===== src/rtl/dma_axi_pkg.sv =====
// Shared types and AXI constants for the DMA copy engine.
package dma_axi_pkg;

  typedef enum logic [2:0] {
    ST_IDLE    = 3'd0,
    ST_RD_ADDR = 3'd1,
    ST_RD_DATA = 3'd2,
    ST_WR_ADDR = 3'd3,
    ST_WR_DATA = 3'd4,
    ST_WR_RESP = 3'd5
  } dma_state_e;

  localparam logic [2:0] AXI_SIZE_WORD  = 3'b010;
  localparam logic [1:0] AXI_BURST_INCR = 2'b01;
  localparam logic [1:0] RESP_OKAY      = 2'b00;
  localparam logic [3:0] WSTRB_ALL      = 4'hF;

  localparam int NUM_W = 14;  // transfer length field width
  localparam int LEN_W = 9;   // burst length 1..256

  // Words remaining before the next 4KB page, given the word offset in the page.
  function automatic logic [10:0] words_to_4k(input logic [9:0] word_in_page);
    return 11'd1024 - {1'b0, word_in_page};
  endfunction

endpackage


===== src/rtl/dma_len_calc.sv =====
// Burst length = min(remaining, MAX_BURST, words to src 4KB page end, words to dst 4KB page end).
module dma_len_calc
  import dma_axi_pkg::*;
#(
  parameter int MAX_BURST = 16
) (
  input  logic [NUM_W-1:0] remaining_i,
  input  logic [9:0]       src_word_i,
  input  logic [9:0]       dst_word_i,
  output logic [LEN_W-1:0] len_o
);

  logic [NUM_W-1:0] src_left;
  logic [NUM_W-1:0] dst_left;
  logic [NUM_W-1:0] len_min;

  // NOTE: combinational blocks use blocking '=' so each step sees the value just computed.
  always_comb begin
    src_left = NUM_W'(words_to_4k(src_word_i));
    dst_left = NUM_W'(words_to_4k(dst_word_i));
    len_min  = remaining_i;
    if (NUM_W'(MAX_BURST) < len_min) len_min = NUM_W'(MAX_BURST);
    if (src_left < len_min)          len_min = src_left;
    if (dst_left < len_min)          len_min = dst_left;
    len_o = LEN_W'(len_min);
  end

endmodule


===== src/rtl/dma_axi_engine.sv =====
// AXI4 copy engine: read burst into a local buffer, then write it out, until the count is exhausted.
// Define DMA_ERR_ABORT_EN to stop after the burst that saw an error response.
module dma_axi_engine
  import dma_axi_pkg::*;
#(
  parameter int MAX_BURST = 16,
  parameter int ADDR_W    = 32
) (
  input  logic              hclk,
  input  logic              hreset,
  input  logic              dma_axi_start,
  input  logic [31:0]       dma_cfg_saddr,
  input  logic [31:0]       dma_cfg_daddr,
  input  logic [NUM_W-1:0]  dma_cfg_number,
  output logic              dma_axi_done,
  output logic              dma_err,
  output logic              axi_arvalid,
  input  logic              axi_arready,
  output logic [ADDR_W-1:0] axi_araddr,
  output logic [7:0]        axi_arlen,
  output logic [2:0]        axi_arsize,
  output logic [1:0]        axi_arburst,
  input  logic              axi_rvalid,
  output logic              axi_rready,
  input  logic [31:0]       axi_rdata,
  input  logic [1:0]        axi_rresp,
  input  logic              axi_rlast,
  output logic              axi_awvalid,
  input  logic              axi_awready,
  output logic [ADDR_W-1:0] axi_awaddr,
  output logic [7:0]        axi_awlen,
  output logic [2:0]        axi_awsize,
  output logic [1:0]        axi_awburst,
  output logic              axi_wvalid,
  input  logic              axi_wready,
  output logic [31:0]       axi_wdata,
  output logic [3:0]        axi_wstrb,
  output logic              axi_wlast,
  input  logic              axi_bvalid,
  output logic              axi_bready,
  input  logic [1:0]        axi_bresp
);

  localparam int BEAT_W = (MAX_BURST > 1) ? $clog2(MAX_BURST) : 1;

  dma_state_e        state_q, state_d;
  logic [ADDR_W-1:0] saddr_q, saddr_d;
  logic [ADDR_W-1:0] daddr_q, daddr_d;
  logic [NUM_W-1:0]  remaining_q, remaining_d;
  logic [LEN_W-1:0]  len_q, len_d;
  logic [LEN_W-1:0]  beat_q, beat_d;
  logic              err_q, err_d;
  logic [LEN_W-1:0]  calc_len;
  logic              last_beat;
  logic              buf_we;
  logic [31:0]       buf_q [2**BEAT_W];
  logic              unused_addr_lsbs;

  assign unused_addr_lsbs = ^{dma_cfg_saddr[1:0], dma_cfg_daddr[1:0]};
  assign last_beat        = (beat_q == len_q - 1'b1);

  dma_len_calc #(.MAX_BURST(MAX_BURST)) u_len_calc (
    .remaining_i (remaining_d),
    .src_word_i  (saddr_d[11:2]),
    .dst_word_i  (daddr_d[11:2]),
    .len_o       (calc_len)
  );

  // NOTE: every signal gets a default first so no path through the case infers a latch.
  always_comb begin
    state_d     = state_q;
    saddr_d     = saddr_q;
    daddr_d     = daddr_q;
    remaining_d = remaining_q;
    beat_d      = beat_q;
    err_d       = err_q;
    buf_we      = 1'b0;
    case (state_q)
      ST_IDLE: if (dma_axi_start && dma_cfg_number != '0) begin
        saddr_d     = ADDR_W'({dma_cfg_saddr[31:2], 2'b00});
        daddr_d     = ADDR_W'({dma_cfg_daddr[31:2], 2'b00});
        remaining_d = dma_cfg_number;
        beat_d      = '0;
        err_d       = 1'b0;
        state_d     = ST_RD_ADDR;
      end
      ST_RD_ADDR: if (axi_arready) state_d = ST_RD_DATA;
      ST_RD_DATA: if (axi_rvalid) begin
        buf_we = 1'b1;
        if (axi_rresp != RESP_OKAY || axi_rlast != last_beat) err_d = 1'b1;
        // The beat count ends the burst; a misplaced rlast is only flagged.
        if (last_beat) begin
          beat_d  = '0;
          state_d = ST_WR_ADDR;
        end else begin
          beat_d = beat_q + 1'b1;
        end
      end
      ST_WR_ADDR: if (axi_awready) state_d = ST_WR_DATA;
      ST_WR_DATA: if (axi_wready) begin
        if (last_beat) begin
          beat_d  = '0;
          state_d = ST_WR_RESP;
        end else begin
          beat_d = beat_q + 1'b1;
        end
      end
      ST_WR_RESP: if (axi_bvalid) begin
        if (axi_bresp != RESP_OKAY) err_d = 1'b1;
        saddr_d     = saddr_q + ADDR_W'({len_q, 2'b00});
        daddr_d     = daddr_q + ADDR_W'({len_q, 2'b00});
        remaining_d = remaining_q - NUM_W'(len_q);
        state_d     = (remaining_d == '0) ? ST_IDLE : ST_RD_ADDR;
`ifdef DMA_ERR_ABORT_EN
        if (err_d) state_d = ST_IDLE;
`endif
      end
      default: state_d = ST_IDLE;
    endcase
  end

  // Length is frozen on entry to RD_ADDR and reused for the matching write burst.
  always_comb begin
    len_d = len_q;
    if (state_d == ST_RD_ADDR && state_q != ST_RD_ADDR) len_d = calc_len;
  end

  // NOTE: sequential state is updated with non-blocking '<=' to avoid ordering races.
  always_ff @(posedge hclk) begin
    if (hreset) begin
      state_q     <= ST_IDLE;
      saddr_q     <= '0;
      daddr_q     <= '0;
      remaining_q <= '0;
      len_q       <= '0;
      beat_q      <= '0;
      err_q       <= 1'b0;
    end else begin
      state_q     <= state_d;
      saddr_q     <= saddr_d;
      daddr_q     <= daddr_d;
      remaining_q <= remaining_d;
      len_q       <= len_d;
      beat_q      <= beat_d;
      err_q       <= err_d;
    end
  end

  // NOTE: the data buffer is not reset; every entry is written before it is read.
  always_ff @(posedge hclk) begin
    if (buf_we) buf_q[beat_q[BEAT_W-1:0]] <= axi_rdata;
  end

  assign dma_axi_done = (state_q == ST_IDLE);
  assign dma_err      = err_q;

  assign axi_arvalid = (state_q == ST_RD_ADDR);
  assign axi_araddr  = saddr_q;
  assign axi_arlen   = 8'(len_q - 1'b1);
  assign axi_arsize  = AXI_SIZE_WORD;
  assign axi_arburst = AXI_BURST_INCR;
  assign axi_rready  = (state_q == ST_RD_DATA);

  assign axi_awvalid = (state_q == ST_WR_ADDR);
  assign axi_awaddr  = daddr_q;
  assign axi_awlen   = 8'(len_q - 1'b1);
  assign axi_awsize  = AXI_SIZE_WORD;
  assign axi_awburst = AXI_BURST_INCR;
  assign axi_wvalid  = (state_q == ST_WR_DATA);
  assign axi_wdata   = buf_q[beat_q[BEAT_W-1:0]];
  assign axi_wstrb   = WSTRB_ALL;
  assign axi_wlast   = (state_q == ST_WR_DATA) && last_beat;
  assign axi_bready  = (state_q == ST_WR_RESP);

endmodule


===== config.mk =====
export PLATFORM = sky130hd
export DESIGN_NAME = dma_axi_engine
export DESIGN_NICKNAME = d
export VERILOG_FILES = /design/src/rtl/dma_axi_pkg.sv /design/src/rtl/dma_len_calc.sv /design/src/rtl/dma_axi_engine.sv
export SDC_FILE = /design/constraint.sdc
export NUM_CORES = 1
export LEC_CHECK = 0
export BUFFER_PORTS_ARGS = -buffer_cell sky130_fd_sc_hd__buf_2
export CAP_MARGIN = 10
export CORE_MARGIN = 2
export CORE_UTILIZATION = 45
export DETAILED_ROUTE_END_ITERATION = 10
export PLACE_DENSITY = 0.67
export SLEW_MARGIN = 20
export SYNTH_ARGS = -nofsm -noshare
export SYNTH_HDL_FRONTEND = slang
export SYNTH_SLANG_ARGS = --single-unit

===== constraint.sdc =====
create_clock -name hclk -period 9 [get_ports hclk]
set_input_delay 1.8 -clock hclk [delete_from_list [all_inputs] [get_ports hclk]]
set_output_delay 1.8 -clock hclk [all_outputs]
set_load 0.02 [all_outputs]

==> metrics <==
CTS resizes 0; final setup TNS 0 ns; drt pass-1 iters 7; area of the mapped netlist 27,200 um2; Post-Synth XOR/XNOR Area 1.78%; # H-tree levels 3; Fin. Hold Viols 0; WL/cell 23.7 um; Yosys warning count 0; GRT Overall Usage 21.6%; Final Cycle Share 88.2%; hold buffers post-CTS 0; clk_lat worst skew 0.61 ns; share of layout cells above drive strength 1 28.2%; mux cell area share after synthesis 13.6%; number of synthesized flops with an enable pin 512; Min Hold Slack 0.496 ns; sequential share of the synthesized area 63.8%; Largest stage delay, worst path 0.60 ns; initial antenna violation count 11; drt total wl 67.4 mm; Layout Nets 2,190; RSZ-0062 raised after global routing false; area leader, netlist edfxtp_1; Hold Crit Start axi_awaddr[31]; share of the synthesized area in the top cell type 56.5%; startpoint types input pin; library cells used by synthesis 85; DRC 0; TritonCTS Buffers 67; Initial Utilization 45.3%; skew final 0.0139 ns; top-count cell post-synth edfxtp_1; slowest CP cell and2_1; fin worst setup slack 1.07 ns; antenna-violating nets left 0; final global-route overflow total 0; Pwr per Cell Area 230 nW/um2; Final setup viols 0; die area 62,500 um2; post-CTS setup buffers 0; fin. max-slew vios 0; Die Ht 250 um; dpl cells 2,723; Global Route met1 Usage 28.2%; Syn Area/Cell 15.5 um2; measured slew at the worst slew-check pin 1.03 ns; met3 GRT Util 4.80%; clock sink count 612; area delta synth->final 16.0%; busiest grt layer met2; # fillers 4,909; final std cells w/o fill 2,848; top post-synthesis cells by count 512 x edfxtp_1, 160 x mux4_2, 105 x nor2_1; via count 17.1k; crit path max fanout 17; hpwl dp 40.7 mm; worst min-delay path category reg2reg; critical path class in2reg; Worst Hold End axi_awaddr[31]; DRT iter0 DRCs 1,473; gp weighted congestion 0.899; run status completed; synth top area cells edfxtp_1 56%, mux4_2 13%, dfxtp_1 7.4%, ha_1 2.5%, a21oi_1 1.6%; cell count after synthesis 1,754; multi-input gate area in the final layout 9370 um2; worst vdd ir 153 uV; Port Buffers 234; Post-Synth Simple-Gate Area 7.74%; WHS Path Cells 2; Adder-Cell Fraction of Synth Area 2.70%; largest family of logic cells by synthesized area multiplexers; worst-case clock buffer depth 3; CP Capture Type register; CTS tree done; pre-CTS setup slack 0.530 ns; Synth Area in Compound Gates 7.81%; Max Cap Viol 0; FF-to-FF End len_q[7]; Buf+Inv Stages, Crit Path 3; IO Pins 257; leakage power 10.7 nW; CP top delay family simple AND/OR/NAND/NOR gates; detail-routed via count per cell 6.00; Reg2Reg Setup Slack 1.42 ns; grt met2 use 35.6%; slew margin rel. 29.6%; Achievable Freq 126 MHz; global-route wire length before repair 102 mm; Clock Pin Slew Worst Setup and Hold Paths 0.06 ns; Async S/R FF share, synth 0%; Rows 90; Tot Pwr 0.00728 W; root buf cell clkbuf_16; critical path arrival 8.46 ns; vias in the first global route 17.2k; Reg-to-Reg Start len_q[0]; Most used DFF post-synth edfxtp_1; Critical Path RT 9.52 ns; die width 250 um; flops & latches, synth 612; post-route minimum period 7.93 ns; largest net degree at the start of global routing 83; core area 60,100 um2; r2r worst-path depth 28; Register Area 17,400 um2
[placed cells by master, fill, tap and decap left out, types with 24 or more instances in the layout]
master     count
edfxtp_1     512
nand2_1       94
clkbuf_16     68
inv_1         43
ha_1          54
mux4_2       160
a21oi_1       86
o21ai_0       43
conb_1        24
xnor2_1       31
dfxtp_1       96
a31oi_1       24
buf_4         39
nand3_1       35
nor2_1        93
nor3_1        31
buf_2        234
[final cells by class]
cell class / instances / share of cell area (%)
Antenna cell: 2 / 0.0159
Clock buffer: 89 / 5.77
Clock inverter: 34 / 1.21
Inverter: 43 / 0.511
Multi-Input combinational cell: 1012 / 29.7
Sequential cell: 612 / 55.1
Tap cell: 782 / 3.10
Timing Repair Buffer: 274 / 4.67
[per-stage QoR]
| step | utilization [%] | cell area [um2] |
|---|---|---|
| 4_1_cts | 52.5 | 31600 |
| 3_5_place_dp | 48.8 | 29400 |
| 6_report | 52.5 | 31600 |
| 3_3_place_gp | 48.8 | 29400 |
| 2_1_floorplan | - | 27300 |
| 5_1_grt | 52.5 | 31600 |
[where the power goes]
group / leakage [nW] / switching [W] / internal (W)
Clock: 1.07 / 0.00113 / 0.00159
Sequential: 5.42 / 0.0000881 / 0.00311
Combinational: 4.25 / 0.000812 / 0.000551
Total: 10.7 / 0.00203 / 0.00525
[tightest hold or removal path, delay by kind of cell (launching register included)]
| kind | cells | cell delay (ns) |
|---|---|---|
| simple gates | 1 | 0.06 |
| flops | 1 | 0.33 |
| compound gates | 1 | 0.05 |
[routing by layer]
layer	up-vias	wire (um)
li1	7525	-
met1	8681	27200
met2	729	32900
met3	146	5360
met4	20	1860
met5	-	125
[sequential cells by signal, summed over array words and instances, names as in the netlist, named ones only]
register     cells
axi_araddr      30
axi_awaddr      30
beat_q           9
buf_q          512
dma_err          1
len_q            9
remaining_q     14
state_q          3
[logic make-up (layout without fill, tap and decap cells)]
kind of cell               count (synthesis)  after routing
other                                      2             26
DFF                                      612            612
adders and majority gates                 57             57
AOI/OAI and AO/OA                        304            304
and+or+nand+nor                          409            409
xor gates and xnor gates                  49             49
buffers and inverters                    152            440
muxes                                    169            169
[worst max-delay path by stage]
stage | slack [ns] | cells after the start | endpoint | from
floorplan | 1.29 | 26 | len_q[7] | dma_cfg_number[9]
global placement | 0.56 | 26 | len_q[7] | dma_axi_start
detailed placement | 0.53 | 26 | len_q[7] | dma_axi_start
CTS | 1.12 | 26 | len_q[7] | dma_axi_start
global route | 0.64 | 26 | len_q[7] | axi_bvalid
finish | 1.07 | 26 | len_q[7] | dma_axi_start
Note: power is estimated with default switching activity, not from simulation.
